[src/rtl/func_scheduler.sv]
// Round-robin scheduler sharing one cube unit and one square-root unit between two requesters.
// Optional watchdog abort is enabled by defining FUNC_SCHED_WATCHDOG_EN.
`timescale 1ns/1ps
module func_scheduler (
    input  logic        clk_i,
    input  logic        rst_i,
    input  logic        req0_i,
    input  logic        req1_i,
    input  logic [15:0] arg0_bi,
    input  logic [15:0] arg1_bi,
    output logic        ack0_o,
    output logic        ack1_o,
    output logic        done0_o,
    output logic        done1_o,
    output logic [15:0] result_bo,
    output logic        busy_o,
    output logic        err_o,
    output logic        cube_start_o,
    output logic [7:0]  cube_a_bo,
    input  logic        cube_busy_i,
    input  logic [15:0] cube_y_bi,
    output logic        root_start_o,
    output logic [7:0]  root_x_bo,
    input  logic        root_busy_i,
    input  logic [3:0]  root_y_bi
);

    localparam int unsigned DW = 16;
    localparam int unsigned OW = 8;

    typedef enum logic [1:0] {
        IDLE  = 2'd0,
        ISSUE = 2'd1,
        WAIT  = 2'd2,
        RESP  = 2'd3
    } state_t;

    state_t          state_q, state_d;
    logic            owner_q, owner_d;
    logic            last_q, last_d;
    logic            seen_cube_q, seen_cube_d;
    logic            seen_root_q, seen_root_d;
    logic            ack0_q, ack0_d, ack1_q, ack1_d;
    logic            done0_q, done0_d, done1_q, done1_d;
    logic            start_q, start_d;
    logic            busy_q, busy_d;
    logic [DW-1:0]   result_q, result_d;
    logic [OW-1:0]   opa_q, opa_d;
    logic [OW-1:0]   opb_q, opb_d;
    logic            grant;
    logic            grant_sel;

`ifdef FUNC_SCHED_WATCHDOG_EN
    localparam int unsigned CW = 8;
    logic [CW-1:0]   wd_cnt_q, wd_cnt_d;
    logic            err_q, err_d;
    logic            wd_abort;
`endif

    // Arbitration, handshake sequencing and next values of every registered output
    always_comb begin
        state_d     = state_q;
        owner_d     = owner_q;
        last_d      = last_q;
        seen_cube_d = seen_cube_q;
        seen_root_d = seen_root_q;
        ack0_d      = 1'b0;
        ack1_d      = 1'b0;
        done0_d     = 1'b0;
        done1_d     = 1'b0;
        start_d     = 1'b0;
        result_d    = result_q;
        opa_d       = opa_q;
        opb_d       = opb_q;
        grant       = 1'b0;
        grant_sel   = 1'b0;
`ifdef FUNC_SCHED_WATCHDOG_EN
        wd_cnt_d    = wd_cnt_q;
        err_d       = err_q;
        wd_abort    = 1'b0;
`endif
        case (state_q)
            IDLE: begin
                if (req0_i && req1_i) begin
                    grant     = 1'b1;
                    grant_sel = ~last_q;
                end else if (req0_i) begin
                    grant     = 1'b1;
                    grant_sel = 1'b0;
                end else if (req1_i) begin
                    grant     = 1'b1;
                    grant_sel = 1'b1;
                end
                if (grant) begin
                    owner_d = grant_sel;
                    opa_d   = grant_sel ? arg1_bi[15:8] : arg0_bi[15:8];
                    opb_d   = grant_sel ? arg1_bi[7:0]  : arg0_bi[7:0];
                    ack0_d  = ~grant_sel;
                    ack1_d  = grant_sel;
                    start_d = 1'b1;
                    state_d = ISSUE;
`ifdef FUNC_SCHED_WATCHDOG_EN
                    err_d   = 1'b0;
`endif
                end
            end
            ISSUE: begin
                seen_cube_d = 1'b0;
                seen_root_d = 1'b0;
                state_d     = WAIT;
`ifdef FUNC_SCHED_WATCHDOG_EN
                wd_cnt_d    = '0;
`endif
            end
            WAIT: begin
                seen_cube_d = seen_cube_q | cube_busy_i;
                seen_root_d = seen_root_q | root_busy_i;
`ifdef FUNC_SCHED_WATCHDOG_EN
                wd_cnt_d = wd_cnt_q + CW'(1);
                wd_abort = ((wd_cnt_q == CW'(2)) && !(seen_cube_d && seen_root_d))
                         || (wd_cnt_q == CW'(254));
`endif
                // Completion only via the busy handshake, so zero results still finish
                if (seen_cube_q && seen_root_q && !cube_busy_i && !root_busy_i) begin
                    result_d = cube_y_bi + DW'(root_y_bi);
                    done0_d  = ~owner_q;
                    done1_d  = owner_q;
                    state_d  = RESP;
                end
`ifdef FUNC_SCHED_WATCHDOG_EN
                else if (wd_abort) begin
                    result_d = {DW{1'b1}};
                    done0_d  = ~owner_q;
                    done1_d  = owner_q;
                    err_d    = 1'b1;
                    last_d   = owner_q;
                    state_d  = IDLE;
                end
`endif
            end
            RESP: begin
                last_d  = owner_q;
                state_d = IDLE;
            end
            default: state_d = IDLE;
        endcase
        busy_d = (state_d != IDLE);
    end

    // State and output registers
    always_ff @(posedge clk_i or posedge rst_i) begin
        if (rst_i) begin
            state_q     <= IDLE;
            owner_q     <= 1'b0;
            last_q      <= 1'b1;
            seen_cube_q <= 1'b0;
            seen_root_q <= 1'b0;
            ack0_q      <= 1'b0;
            ack1_q      <= 1'b0;
            done0_q     <= 1'b0;
            done1_q     <= 1'b0;
            start_q     <= 1'b0;
            busy_q      <= 1'b0;
            result_q    <= '0;
            opa_q       <= '0;
            opb_q       <= '0;
        end else begin
            state_q     <= state_d;
            owner_q     <= owner_d;
            last_q      <= last_d;
            seen_cube_q <= seen_cube_d;
            seen_root_q <= seen_root_d;
            ack0_q      <= ack0_d;
            ack1_q      <= ack1_d;
            done0_q     <= done0_d;
            done1_q     <= done1_d;
            start_q     <= start_d;
            busy_q      <= busy_d;
            result_q    <= result_d;
            opa_q       <= opa_d;
            opb_q       <= opb_d;
        end
    end

`ifdef FUNC_SCHED_WATCHDOG_EN
    always_ff @(posedge clk_i or posedge rst_i) begin
        if (rst_i) begin
            wd_cnt_q <= '0;
            err_q    <= 1'b0;
        end else begin
            wd_cnt_q <= wd_cnt_d;
            err_q    <= err_d;
        end
    end
    assign err_o = err_q;
`else
    assign err_o = 1'b0;
`endif

    assign ack0_o       = ack0_q;
    assign ack1_o       = ack1_q;
    assign done0_o      = done0_q;
    assign done1_o      = done1_q;
    assign result_bo    = result_q;
    assign busy_o       = busy_q;
    assign cube_start_o = start_q;
    assign root_start_o = start_q;
    assign cube_a_bo    = opa_q;
    assign root_x_bo    = opb_q;

endmodule

[config.mk]
export PLATFORM = sky130hd
export DESIGN_NAME = func_scheduler
export DESIGN_NICKNAME = d
export VERILOG_FILES = /design/src/rtl/func_scheduler.sv
export SDC_FILE = /design/constraint.sdc
export NUM_CORES = 1
export LEC_CHECK = 0
export BUFFER_PORTS_ARGS = -buffer_cell sky130_fd_sc_hd__buf_4
export CORE_UTILIZATION = 47
export DETAILED_ROUTE_END_ITERATION = 8
export PLACE_DENSITY = 0.84
export RECOVER_POWER = 100
export SLEW_MARGIN = 20
export SYNTH_ARGS = -nofsm -noshare
export SYNTH_HDL_FRONTEND = slang
export SYNTH_SLANG_ARGS = --single-unit
[constraint.sdc]
create_clock -name clk_i -period 1.8 [get_ports clk_i]
set_input_delay 0 -clock clk_i [delete_from_list [all_inputs] [get_ports clk_i]]
set_output_delay 0 -clock clk_i [all_outputs]
set_load 0.01 [all_outputs]
==> key figures, run 1 <==
Outcome
  – Outcome: finished, violations left
  – Failing checks: negative hold slack

Die
  – Die W: a little under 70 um
  – Cell Rows: 24
  – Starting density of the core: 0.492
  – Ports: 98
  – Die area: between 4000 and 5000 um2
  – Core area: 4350 um2
  – Die Span Y: just under 70 um

Finish
  – Nets@finish: ~380
  – Layout cells sized above 1: 0.248
  – Area growth from synthesis to layout: 36.5%
  – N_diodes: 0
  – Final core occ: 0.672
  – Design area: 2930 um2
  – FILL cells: 394

Power and ir drop
  – Clk network pwr share: 0.163
  – P_int: around 0.0024 W
  – Pwr dens: 1280 nW/um2
  – Leakage: 1.41 nW
  – Switching fraction of total power: 0.371
  – NetSw: ~0.0014 W
  – Flop pwr share: 0.449
  – Combinational power share: 0.389
  – VDD IR max: 0.651 mV

Timing
  – Maximum clock rate: 0.643 GHz
  – # setup viols final: 0
  – Rel. slew slack: 0.423
  – Fin crit share: 0.864
  – Minimum clock period: about 1.6 ns
  – Max Slew Vio Count: 0
  – PnR worst setup slack: between 0.2 and 0.25 ns
  – Worst-Margin Slew: approximately 0.87 ns
  – RSZ-0062 raised after global routing: no
  – Worst-case clock skew: 0.00288 ns
  – Final Hold Violating Endpoints: 1
  – Hold_ws: -0.00392 ns
  – Setup TNS: 0 ns

Setup path
  – CP startpoint kind: flip-flop
  – Crit path cell chain: inv_1 > ha_1 > nand4_1 > buf_4 > o21ai_0
  – Worst setup path category: flip-flop to flip-flop
  – CP bufs+invs: 2
  – CP max FO: 28
  – Crit path DAT: 1.75 ns
  – Worst Setup End Kind: flip-flop
  – CP max stage delay: 0.40 ns
  – CP delay by family, top: flip-flops
  – Worst Path Required: 2.00 ns
  – Slowest library cell on the worst path: dfrtp_1

Place
  – Dpl hpwl: 3.70 mm
  – Routability cong.: between 0.7 and 0.8
  – Post-DP Area: 2920 um2
  – DP Worst Slack: between 0.06 and 0.07 ns
  – Port bufs: 96

Clocking
  – CTS tree: yes
  – H-Tree Depth: 2
  – Worst-path clk slew: about 0.070 ns
  – Worst-Skew Late Latency: between 0.2 and 0.3 ns
  – Root buf cell: clkbuf_8
  – Post-CTS setup buffer count: 0
  – CTS max path bufs: 2
  – CTS resizes: 0
  – Clock sink count: 44
  – Num CTS Buffers: 5

Synthesis
  – Cell area after synthesis: 2140 um2
  – Number of distinct library cells after synthesis: 38
  – Synth warn: 0
  – Mean Syn Cell Area: approximately 10 um2
  – Syn Nets: approximately 270
  – FF+latch count, synth: 44
  – Mapped Cells: 205
  – Register area share after synthesis: 0.514

Detailed routing
  – Initial DRC count: 39
  – TritonRoute pass-1 iters: 2
  – WL/cell: 13.0 um
  – Vias per cell: a little under 5
  – Remaining antenna violation count: 0
  – Routed WL: 4.71 mm
  – Drt drc: 0
  – Vias: 1793

Global routing
  – Initial antenna violation count: 0
  – Largest net degree at the start of global routing: 36
  – Total GRT Usage: 0.207
  – First-pass GRT wire length: roughly 7.8 mm
  – Gr ovfl total: 0
  – Number of global-route vias before repair: between 1500 and 2000

Worst hold path
  – Hold WC Path Type: primary input to flip-flop

Job
  – Max cap viols: 0
## cells in the final DEF (no fill, tap or decap)
cell type      count
fa_1               1
buf_12             1
clkbuf_8           6
nor3_4             1
a21oi_1            3
nor3_1             1
nand4_1            3
conb_1             1
and3_2             1
clkbuf_1          43
ha_1               7
nor2b_2            1
mux2i_1           16
or2_2              1
dlygate4sd3_1      7
mux2_2             3
nand3_1            3
a21boi_2           1
nand3b_1           1
a21o_1             3
nand2_1           35
dfrtp_1           43
o21bai_2           1
o21ai_0           31
nand3_2            1
and2_1             2
a211oi_1           1
nor2_1             9
nor2b_1            1
o211ai_1           1
inv_1              5
clkbuf_4           1
o21ai_1            2
buf_4             58
xnor2_1            5
xor2_1             9
dfstp_1            1
a21oi_4            1
## synthesized netlist by cell type, drive strengths merged
master,instances,area (um2)
dfrtp,43,1080
nand2,35,131
o21ai,33,169
mux2i,16,160
nor2,9,33.8
xor2,9,78.8
ha,7,87.6
buf,5,38.8
clkbuf,5,20.0
inv,5,18.8
xnor2,5,43.8
a21oi,4,31.3
nand3,4,25.0
a21o,3,22.5
mux2,3,33.8
nand4,3,18.8
and2,2,12.5
nor2b,2,15.0
nor3,2,21.3
a211oi,1,7.51
a21boi,1,7.51
and3,1,7.51
conb,1,3.75
dfstp,1,26.3
fa,1,20.0
nand3b,1,7.51
o211ai,1,7.51
o21bai,1,11.3
or2,1,6.26
## per-layer routing
layer,up-vias,global-route usage,part of all wire
met3,6,0.0683,0.082
li1,893,-,-
met5,-,0,0
met1,815,0.240,0.40
met4,0,0.0680,0.014
met2,79,0.361,0.50
## flip-flops by register name, indices dropped and copies added, names as in the netlist, 2 cells and up
signal,cells
result_bo,16
cube_a_bo,8
root_x_bo,8
state_q,2
## power by group through the flow
stage	sequential, W	combinational (W)	clock, W
global route	0.00173	0.00164	0.000658
CTS	0.00169	0.00179	0.000626
detailed placement	0.00170	0.00178	0
global placement	0.00168	0.00172	0
floorplan	0.00185	0.000730	0
finish	0.00168	0.00145	0.000608
## cell families after synthesis
group | share of synthesized area
DFF | 0.514
adders and majority gates | 0.0502
buffers and inverters | 0.0362
muxes | 0.0905
AOI/OAI and AO/OA | 0.120
xor gates and xnor gates | 0.0572
and+or+nand+nor | 0.130
other | 0.00175
## final cells by class
cell class / instances / area (um2) / area share
flip-flops and latches: 44 / 1100 / 0.377
well taps: 52 / 65.1 / 0.0222
clock buffers: 8 / 90.1 / 0.0308
repair buffers: 108 / 687 / 0.235
inverters: 5 / 18.8 / 0.00641
multi-input cells: 146 / 963 / 0.329
## worst paths after layout
| check | from | end | slack [ns] | depth (start not counted) |
|---|---|---|---|---|
| worst max register to register | state_q[0]$_DFF_PP0_ | result_bo[13]$_DFFE_PP0P_ | 0.24 | 5 |
| min in group asynchronous | rst_i | ack0_o$_DFF_PP0_ | 0.27 | 3 |
| max in group asynchronous | rst_i | cube_a_bo[6]$_DFFE_PP0P_ | 0.40 | 4 |
| worst min-delay path | cube_busy_i | seen_cube_q$_DFFE_PP0P_ | -0.004 | 3 |
| worst min register to register | root_x_bo[0]$_DFFE_PP0P_ | root_x_bo[0]$_DFFE_PP0P_ | 0.48 | 2 |
| worst max-delay path | state_q[0]$_DFF_PP0_ | result_bo[13]$_DFFE_PP0P_ | 0.24 | 5 |
## per-stage QoR
step	power [W]	hold WS (ns)	instances
finish	0.00374	-0.00392	363
global route	0.00404	0.0170	363
CTS	0.00411	0.00211	363
detailed placement	0.00349	-0.0406	348
global placement	0.00340	-0.0426	348
floorplan	0.00258	0.151	205
## worst reg2reg max path: stages (launching register included)
cell and delay, ns:
dfrtp_1 0.40, inv_1 0.09, ha_1 0.19, nand4_1 0.26, buf_4 0.31, o21ai_0 0.21
## repair_timing
item	in CTS	in global routing
endpoints found under the setup margin	0	0
endpoints found under the hold margin	49	0
hold buffers	7	0
Note: power is estimated with default switching activity, not from simulation.
==> run 2, diff against run 1 <==
==> constraint.sdc (replaced) <==
create_clock -name clk_i -period 1.5 [get_ports clk_i]
set_input_delay 0 -clock clk_i [delete_from_list [all_inputs] [get_ports clk_i]]
set_output_delay 0 -clock clk_i [all_outputs]
set_load 0.01 [all_outputs]
==> run 2 against run 1 <==
Compared with the run above: the flow finishes with violations (negative setup slack); combinational power rose by 31%; sequential power rose by 20%; core utilization rose by 1.8 points; largest power group unchanged.
==> key figures, run 2 (synthesized netlist as in run 1, its figures left out) <==
Power and ir drop
  – Pwr dens: 1540 nW/um2
  – NetSw: 0.00170 W
  – Switching fraction of total power: 0.367
  – Leakage: 1.46 nW
  – P_int: roughly 0.003 W
  – Flop pwr share: 0.434
  – Tot Pwr: around 0.0046 W
  – Combinational power share: 0.410
  – VDD IR max: 0.673 mV
  – Clk network pwr share: 0.156

Detailed routing
  – WL/cell: ~12 um
  – Metal3 WL: 428 um
  – Initial DRC count: between 40 and 50
  – Vias per cell: 4.95
  – Met2 wire len: 2.30 mm
  – Remaining antenna violation count: 0
  – Routed WL: 4.61 mm
  – Drt drc: 0
  – Top Layer Used: met4
  – M1 wire length: ~1.8 mm
  – TritonRoute pass-1 iters: 4
  – Vias: 1835

Clocking
  – Worst-Skew Late Latency: 0.29 ns
  – Num CTS Buffers: 5
  – Clock sink count: 44
  – CTS tree: yes
  – Root buf cell: clkbuf_8
  – Worst-path clk slew: around 0.07 ns
  – CTS max path bufs: 2
  – H-Tree Depth: 2

Worst hold path
  – Worst Hold Depth: 3
  – Min-Delay Endpoint: root_x_bo[5]$_DFFE_PP0P_
  – Min-Delay Startpoint: arg0_bi[5]
  – Hold WC Path Type: primary input to flip-flop

Setup path
  – R2r worst-path depth: 5
  – Worst setup path category: flip-flop to flip-flop
  – CP max stage delay: 0.41 ns
  – Worst r2r dst: busy_o$_DFF_PP0_
  – CP startpoint kind: flip-flop
  – Slowest library cell on the worst path: dfrtp_1
  – CP delay by family, top: compound AO/OA/AOI/OAI gates
  – Worst Path Required: approximately 1.7 ns
  – Worst Setup End Kind: flip-flop
  – Crit path cell chain: inv_1 > ha_1 > o21ai_0 > o211ai_1 > or2_4
  – CP max FO: 4
  – CP bufs+invs: 1
  – FF-to-FF Start: state_q[1]$_DFF_PP0_
  – FF-to-FF setup slack: -0.003 ns
  – Crit path DAT: 1.68 ns

Die
  – Core area: 4350 um2
  – Die W: 69.5 um
  – Ports: 98
  – Cell Rows: 24
  – Die area: 4830 um2
  – Die Span Y: 69.5 um
  – Starting density of the core: 0.492

Global routing
  – Largest net degree at the start of global routing: 45
  – First-pass GRT wire length: 7.73 mm
  – Gr ovfl total: 0
  – Total GRT Usage: 0.204
  – Initial antenna violation count: 0
  – Number of global-route vias before repair: 1793

Outcome
  – Outcome: finished, violations left
  – Failing checks: negative setup slack

Timing
  – PnR worst setup slack: -0.00254 ns
  – Max Slew Vio Count: 0
  – Final Hold Violating Endpoints: 0
  – Maximum clock rate: approximately 0.67 GHz
  – Fin crit share: 1.00
  – Setup TNS: -0.00254 ns
  – Minimum clock period: 1.50 ns
  – Worst-case clock skew: about 0.0029 ns
  – Rel. slew slack: 0.309
  – # setup viols final: 1
  – Worst-Margin Slew: 1.04 ns

Finish
  – Most frequent cells in the layout: buf_4, dfrtp_1, clkbuf_1
  – Design area: about 3000 um2
  – FILL cells: 367
  – Commonest non-fill, non-tap cell in the layout: buf_4
  – Nets@finish: approximately 380
  – FF+latch area: 1100 um2
  – Layout cells sized above 1: 0.282
  – Area growth from synthesis to layout: 40.2%
  – Area of the multi-input gates: 982 um2
  – N_diodes: 0
  – Max reg flops: 16

Job
  – Max cap viols: 0

Place
  – Port bufs: 96
  – Post-DP Area: 2950 um2
  – Dpl hpwl: 3.50 mm
  – Routability cong.: 0.752
[run 2: changes by cell type in the layout (fill, tap and decap cells not counted), sizes merged]
cell         previous run  this run
clkbuf                 50        52
buf                    59        66
dlygate4sd3             7         6
[run 2: how the worst max path moves through the flow]
stage	depth (start not counted)	slack [ns]	from	to
floorplan	7	0.009	cube_y_bi[0]	result_bo[14]$_DFFE_PP0P_
global placement	8	-0.12	cube_y_bi[0]	result_bo[14]$_DFFE_PP0P_
detailed placement	8	-0.21	cube_y_bi[0]	result_bo[4]$_DFFE_PP0P_
CTS	6	0.05	state_q[0]$_DFF_PP0_	busy_o$_DFF_PP0_
global route	5	-0.05	state_q[1]$_DFF_PP0_	busy_o$_DFF_PP0_
finish	5	-0.003	state_q[1]$_DFF_PP0_	busy_o$_DFF_PP0_
[run 2: layout make-up]
class | count | share of cell area
inverters | 5 | 0.00624
multi-input cells | 146 | 0.327
well taps | 52 | 0.0216
clock buffers | 8 | 0.0300
flip-flops and latches | 44 | 0.367
repair buffers | 116 | 0.249
[run 2: repair_timing]
action                                 4_1_cts  5_1_grt
gates resized for setup                      0        5
pin swaps                                    1        3
endpoints found under the hold margin       47        0
cloned                                       0        0
setup endpoints to repair                   14       17
setup buffers                                2        3
hold buffers                                 6        0
[run 2: metal layers]
metal	vias up	global-route usage
li1	914	-
met1	833	0.223
met2	83	0.365
met3	5	0.0814
met4	0	0.0544
met5	-	0
[run 2: per-stage QoR]
stage	setup WS, ns	util	hold WS, ns	cells
after floorplan	0.00950	-	0.151	205
after detailed placement	-0.206	0.678	0.176	352
after global placement	-0.123	0.678	0.169	352
after CTS	0.0450	0.716	0.000955	368
final	-0.00254	0.690	0.00386	371
after global routing	-0.0549	0.690	0.0184	371
[run 2: tightest hold or removal path: stages]
cell	delay, ns
buf_4	0.08
mux2i_1	0.04
o21ai_0	0.13
[run 2: power groups by stage]
stage	sequential, W	combinational [W]	clock (W)
after floorplan	0.00221	0.000876	0
after global placement	0.00202	0.00208	0
after detailed placement	0.00204	0.00215	0
after CTS	0.00202	0.00217	0.000756
after global routing	0.00208	0.00214	0.000810
final	0.00201	0.00190	0.000720
